**src/rtl/parking_gate_ctrl.sv**
```systemverilog
// Single-lane parking entry gate: PIN keypad, lockout, tailgate alarm, lot occupancy, gate timeout.
// Latency: every output is registered or decoded from registered state, so it changes on the edge that samples its cause.
// Backpressure: none; sensor and keypad inputs are sampled every cycle. Optional macro PIN_RELOAD_EN adds a runtime PIN register.
module parking_gate_ctrl #(
    parameter int                CODE_W       = 16,
    parameter logic [CODE_W-1:0] PIN          = 16'h5990,
    parameter int                MAX_TRIES    = 3,
    parameter int                CAPACITY     = 8,
    parameter int                CNT_W        = 4,
    parameter int                GATE_TIMEOUT = 16
) (
    input  logic              clk,
    input  logic              rst,
    input  logic              vehicle_arrival,
    input  logic              vehicle_left,
    input  logic              vehicle_exit,
    input  logic [CODE_W-1:0] code,
    input  logic              code_ack,
`ifdef PIN_RELOAD_EN
    input  logic              pin_we,
    input  logic [CODE_W-1:0] pin_wdata,
`endif
    output logic              gate_open,
    output logic              wrong_pin,
    output logic              lockout,
    output logic              block_alarm,
    output logic              lot_full,
    output logic [CNT_W-1:0]  occupancy
);

    localparam int               TMR_W   = $clog2(GATE_TIMEOUT + 1);
    localparam logic [CNT_W-1:0] CAP     = CNT_W'(CAPACITY);
    localparam logic [3:0]       TRY_MAX = 4'(MAX_TRIES);
    localparam logic [TMR_W-1:0] TMR_END = TMR_W'(GATE_TIMEOUT - 1);

    typedef enum logic [2:0] {
        IDLE     = 3'd0,
        WAIT_PIN = 3'd1,
        OPEN     = 3'd2,
        LOCKOUT  = 3'd3,
        BLOCK    = 3'd4
    } state_t;

    state_t             state_q, state_d;
    logic [3:0]         tries_q, tries_d;
    logic [TMR_W-1:0]   timer_q, timer_d;
    logic [CNT_W-1:0]   occ_q, occ_d;
    logic               full_q, full_d;
    logic               wrong_q, wrong_d;
    logic               ack_q;
    logic               ack_rise;
    logic               pin_ok;
    logic               entry;

`ifdef PIN_RELOAD_EN
    logic [CODE_W-1:0]  pin_q;

    // Runtime PIN register; writes are accepted only while the gate is idle.
    always_ff @(posedge clk) begin
        if (!rst)
            pin_q <= PIN;
        else if (pin_we && state_q == IDLE)
            pin_q <= pin_wdata;
    end

    assign pin_ok = (code == pin_q);
`else
    assign pin_ok = (code == PIN);
`endif

    assign ack_rise = code_ack & ~ack_q;
    // A car counts as entered only when it clears the sensor with nobody behind it.
    assign entry    = (state_q == OPEN) & vehicle_left & ~vehicle_arrival;

    // State, counters and registered flags.
    always_ff @(posedge clk) begin
        if (!rst) begin
            state_q <= IDLE;
            tries_q <= '0;
            timer_q <= '0;
            occ_q   <= '0;
            full_q  <= 1'b0;
            wrong_q <= 1'b0;
            ack_q   <= 1'b0;
        end else begin
            state_q <= state_d;
            tries_q <= tries_d;
            timer_q <= timer_d;
            occ_q   <= occ_d;
            full_q  <= full_d;
            wrong_q <= wrong_d;
            ack_q   <= code_ack;
        end
    end

    // Gate FSM next state, attempt counter and open timer.
    always_comb begin
        state_d = state_q;
        tries_d = tries_q;
        timer_d = timer_q;
        wrong_d = wrong_q;
        case (state_q)
            IDLE: begin
                if (vehicle_arrival && !full_q)
                    state_d = WAIT_PIN;
            end
            WAIT_PIN: begin
                if (ack_rise && pin_ok) begin
                    state_d = OPEN;
                    tries_d = '0;
                    wrong_d = 1'b0;
                    timer_d = '0;
                end else if (ack_rise) begin
                    tries_d = tries_q + 4'd1;
                    wrong_d = 1'b1;
                    if (tries_q + 4'd1 == TRY_MAX)
                        state_d = LOCKOUT;
                end else if (!vehicle_arrival) begin
                    state_d = IDLE;
                    tries_d = '0;
                    wrong_d = 1'b0;
                end
            end
            OPEN: begin
                timer_d = timer_q + TMR_W'(1);
                if (vehicle_left && vehicle_arrival)
                    state_d = BLOCK;
                else if (vehicle_left)
                    state_d = IDLE;
                else if (timer_q == TMR_END)
                    state_d = IDLE;
            end
            LOCKOUT: begin
                // The supervisor unlock also counts as the latest attempt, so wrong_pin clears.
                if (ack_rise && pin_ok) begin
                    state_d = IDLE;
                    tries_d = '0;
                    wrong_d = 1'b0;
                end
            end
            BLOCK: begin
                if (ack_rise && pin_ok)
                    state_d = IDLE;
            end
            default: state_d = IDLE;
        endcase
    end

    // Occupancy: saturating up on entry, down on exit, simultaneous events cancel.
    always_comb begin
        occ_d = occ_q;
        if (entry && !vehicle_exit) begin
            if (occ_q != CAP)
                occ_d = occ_q + CNT_W'(1);
        end else if (!entry && vehicle_exit) begin
            if (occ_q != '0)
                occ_d = occ_q - CNT_W'(1);
        end
        full_d = (occ_d == CAP);
    end

    assign gate_open   = (state_q == OPEN);
    assign lockout     = (state_q == LOCKOUT);
    assign block_alarm = (state_q == BLOCK);
    assign wrong_pin   = wrong_q | (state_q == LOCKOUT);
    assign lot_full    = full_q;
    assign occupancy   = occ_q;

endmodule

```
**config.mk**
```make
export PLATFORM = sky130hd
export DESIGN_NAME = parking_gate_ctrl
export DESIGN_NICKNAME = d
export VERILOG_FILES = /design/src/rtl/parking_gate_ctrl.sv
export SDC_FILE = /design/constraint.sdc
export NUM_CORES = 1
export LEC_CHECK = 0
export ABC_AREA = 1
export CAP_MARGIN = 30
export CELL_PAD_IN_SITES_DETAIL_PLACEMENT = 1
export CELL_PAD_IN_SITES_GLOBAL_PLACEMENT = 1
export CORE_MARGIN = 10
export CORE_UTILIZATION = 30
export CTS_CLUSTER_SIZE = 25
export DETAILED_ROUTE_END_ITERATION = 10
export HOLD_SLACK_MARGIN = 0.05
export MAX_ROUTING_LAYER = met4
export PLACE_DENSITY_LB_ADDON = 0.1
export SYNTH_ARGS = -nofsm -noshare
export SYNTH_HDL_FRONTEND = slang
export SYNTH_SLANG_ARGS = --single-unit
```
**constraint.sdc**
```tcl
create_clock -name clk -period 1.6 [get_ports clk]
set_clock_uncertainty 0.1 [all_clocks]
set_input_delay 0.32 -clock clk [delete_from_list [all_inputs] [get_ports clk]]
set_output_delay 0.32 -clock clk [all_outputs]
set_load 0.01 [all_outputs]
```
==> Implementation_results.wiki <==
{| class="wikitable"
! Metric !! Value
|-
| Status || finished with violations
|-
| Failing checks || negative setup slack
|-
| Number of distinct library cell variants in the gate-level netlist after synthesis || 26
|-
| Area growth from synthesis to layout || 74.0%
|-
| Vias in the first global route || 1716
|-
| Total of warnings raised by yosys || 0
|-
| Floorplan die width || 84.8 um
|-
| Total clock sinks || 19
|-
| Netlist Area Pre-Place || 1260 sq um
|-
| Maximum cell stage delay along the critical path || 0.36 ns
|-
| Worst reg-to-reg path cell count || 13
|-
| Count of H-tree levels built during CTS || 1
|-
| Synth Instances || 200
|-
| Post-route standard cell area excluding fillers || 2190 sq um
|-
| WL per Instance || 14.8 um
|-
| Yosys reg bits || 19
|-
| Clock transition at the register clock pins on the worst setup and hold paths after CTS || 0.08 ns
|-
| Achievable frequency || 601 MHz
|-
| PnR worst setup slack || -0.0630 ns
|-
| GR Overflow Total || 0
|-
| Worst Setup Start Kind || flip-flop
|-
| Ys async rst share || 0%
|-
| Maximum Capacitance Violations || 0
|-
| Slowest stage cell on the critical path || sky130_fd_sc_hd__dfxtp_2
|-
| Cell at the root of the clock tree || sky130_fd_sc_hd__clkbuf_8
|-
| Number of slew-limit violations in the final report || 0
|-
| Post-route minimum period || 1.66 ns
|-
| Clock tree from TritonCTS || built
|-
| # DRC || 0
|-
| Total of hold buffers inserted after clock tree synthesis || 0
|-
| Final core occ || 54.3%
|-
| Y dimension of the die || 84.8 um
|-
| Power Density || 1290 nW/um^2
|-
| Setup slack of the most critical reg-to-reg path || -0.06 ns
|-
| Final Setup Violations || 3
|-
| Arrival @ worst endpoint || 1.72 ns
|-
| Share of the synthesized area in the top cell type || 30.2%
|-
| Remaining antenna violation count after routing || 0
|-
| Most common library cell in the layout ignoring fill and taps || sky130_fd_sc_hd__nand2_1
|-
| Capture point of the worst reg-to-reg path || state_q[1]$_SDFFE_PN0P_
|-
| Logic depth of the worst path, buffers included || 13
|-
| Number of enable flip-flop cells after synthesis || 0
|-
| Hold Crit Start || code_ack
|-
| Combined global-route utilization of all metal layers || 13.2%
|-
| Vias || 1569
|-
| # nets final || 300
|-
| Standard-cell rows || 23
|-
| Count of TritonRoute iterations in the first routing pass || 4
|-
| Number of buffers added on ports || 30
|-
| Hold violation count in the final report || 0
|-
| Initial DRC count || 46
|-
| Worst hold path endpoint || ack_q$_SDFF_PN0_
|-
| First-pass GRT wire length || 7.90 mm
|-
| Cell area after placement || 1850 sq um
|-
| Placed wire-length estimate || 3.49 mm
|-
| Synthesized net count || 228
|-
| Worst Tran Pin Value || 0.372 ns
|-
| Clock Path Buffers || 2
|-
| Top library cells by usage in the layout, fill and taps aside || sky130_fd_sc_hd__nand2_1, sky130_fd_sc_hd__buf_4, sky130_fd_sc_hd__inv_1, sky130_fd_sc_hd__dlygate4sd2_1, sky130_fd_sc_hd__nor2_1
|-
| Detail-routed via count per cell || 4.89
|-
| WP data required || 1.65 ns
|-
| Initial core utilization || 31.2%
|-
| Die area || 7190 sq um
|-
| Ordered list of cells on the worst path || ha_4 -> inv_2 -> nor3_2 -> ha_2 -> nor2_1 -> nand2_1 -> nand2_1 -> nor2_1 -> nand2_2 -> nor2_4 -> nand2_2 -> nand2_1 -> nor2_1
|-
| Type of the worst setup path || reg2reg
|-
| Cell types occupying the most area after synthesis || sky130_fd_sc_hd__dfxtp_1, sky130_fd_sc_hd__nand2_1, sky130_fd_sc_hd__inv_1
|-
| Initial antenna violation count || 0
|-
| Cell type group with the largest total delay on the critical path || simple AND/OR/NAND/NOR gates
|-
| Worst ir drop on vdd || 0.695 mV
|-
| Kind of end point of the critical path || flip-flop
|-
| Worst rel slew slack || 75.1%
|-
| Hold path depth || 3
|-
| Highest net fanout along the worst path || 3
|-
| Total clock buffers created by CTS || 3
|-
| Leakage || 0.995 nW
|-
| Buffer and inverter count on the worst path || 1
|-
| Sequential fraction of the synthesis area || 30.2%
|-
| Antenna diode instance count || 0
|-
| Unrepaired setup endpoints after global routing || true
|-
| Worst hold path type || in2reg
|-
| Fillers || 513
|-
| Avg Inst Size Synth || 6.29 sq um
|-
| Startpoint of the lowest-slack register-to-register path || timer_q[0]$_SDFFE_PN0P_
|-
| Period Utilization, post-route || 104%
|-
| Fraction of layout cells with a size suffix above 1 || 41.3%
|-
| Core outline area || 4030 sq um
|-
| Cell type contributing the most total cell area after synthesis || sky130_fd_sc_hd__dfxtp_1
|-
| IO Count || 31
|-
| Leading register cell type out of synthesis || sky130_fd_sc_hd__dfxtp_1
|-
| Source-to-sink clock delay at the later pin of the worst-skew pair || 0.26 ns
|-
| Largest net degree at the start of global routing || 11
|-
| Overall routed net length || 4.75 mm
|-
| Gp weighted congestion || 0.801
|}
-- worst register-to-register path, cell delays in order, from the launching register on --
cell and delay [ns]:
sky130_fd_sc_hd__dfxtp_2 0.36, sky130_fd_sc_hd__ha_4 0.14, sky130_fd_sc_hd__inv_2 0.04, sky130_fd_sc_hd__nor3_2 0.11, sky130_fd_sc_hd__ha_2 0.18, sky130_fd_sc_hd__nor2_1 0.03
sky130_fd_sc_hd__nand2_1 0.08, sky130_fd_sc_hd__nand2_1 0.05, sky130_fd_sc_hd__nor2_1 0.11, sky130_fd_sc_hd__nand2_2 0.11, sky130_fd_sc_hd__nor2_4 0.11, sky130_fd_sc_hd__nand2_2 0.06
sky130_fd_sc_hd__nand2_1 0.05, sky130_fd_sc_hd__nor2_1 0.04
-- what timing repair did --
action,in CTS,in global routing
gates resized for setup,78,47
pin swaps,13,19
endpoints found under the setup margin,22,17
setup buffers,4,4
-- cells in the mapped netlist, drive strengths merged, types with 2 or more instances --
library cell	number
dfxtp	19
nor3	7
clkbuf	2
nand2	50
nand4	6
nand3	21
inv	31
ha	6
o21ai	6
nor2	29
a21oi	14
or2	2
-- how the worst max path moves through the flow --
stage	to	startpoint
after floorplan	state_q[1]$_SDFFE_PN0P_	timer_q[0]$_SDFFE_PN0P_
after global placement	tries_q[0]$_SDFFE_PN0P_	code[14]
after detailed placement	tries_q[0]$_SDFFE_PN0P_	code[14]
after CTS	state_q[1]$_SDFFE_PN0P_	timer_q[0]$_SDFFE_PN0P_
after global routing	state_q[0]$_SDFFE_PN0P_	timer_q[0]$_SDFFE_PN0P_
final	state_q[1]$_SDFFE_PN0P_	timer_q[0]$_SDFFE_PN0P_
-- kinds of logic after synthesis --
family / synth area share (%)
compound gates: 9.05
xor+xnor: 1.39
fa+ha+maj: 5.96
buf+inv: 10.7
flops: 30.2
simple gates: 42.6
-- state kept, by name (all words and copies together), names as in the netlist --
register and cells:
timer_q 5, wrong_q 1, state_q 3, occupancy 4, tries_q 4, lot_full 1, ack_q 1
-- metrics by stage --
stage | setup slack [ns] | hold WS (ns) | power, W | TNS, ns | cells
after floorplan | 0.0337 | 0.313 | 0.00139 | 0 | 200
after global placement | -0.436 | 0.350 | 0.00195 | -4.74 | 309
after detailed placement | -0.483 | 0.356 | 0.00202 | -5.63 | 309
after CTS | -0.0781 | 0.290 | 0.00252 | -0.190 | 317
after global routing | -0.209 | 0.345 | 0.00308 | -0.877 | 321
final | -0.0630 | 0.293 | 0.00283 | -0.138 | 321
-- final cells by class --
class	count	area, sq um	area share [%]
inverters	32	126	5.77
multi-input cells	146	966	44.1
well taps	50	62.6	2.86
flip-flops and latches	19	392	17.9
repair buffers	70	598	27.3
clock buffers	4	45.0	2.06
-- metal layers --
| layer | wire length (um) | vias to the layer above | track usage (%) |
|---|---|---|---|
| met5 | 0 | - | - |
| met4 | 36 | 0 | 2.84 |
| met3 | 106 | 6 | 1.84 |
| met2 | 2630 | 23 | 24.6 |
| met1 | 1980 | 763 | 14.5 |
| li1 | - | 777 | - |
-- report_power, final --
| part | switching, W | internal [W] |
|---|---|---|
| combinational | 0.000966 | 0.000836 |
| sequential | 0.000100 | 0.000580 |
| clock | 0.000169 | 0.000177 |
(Power assumes the default switching activity.)
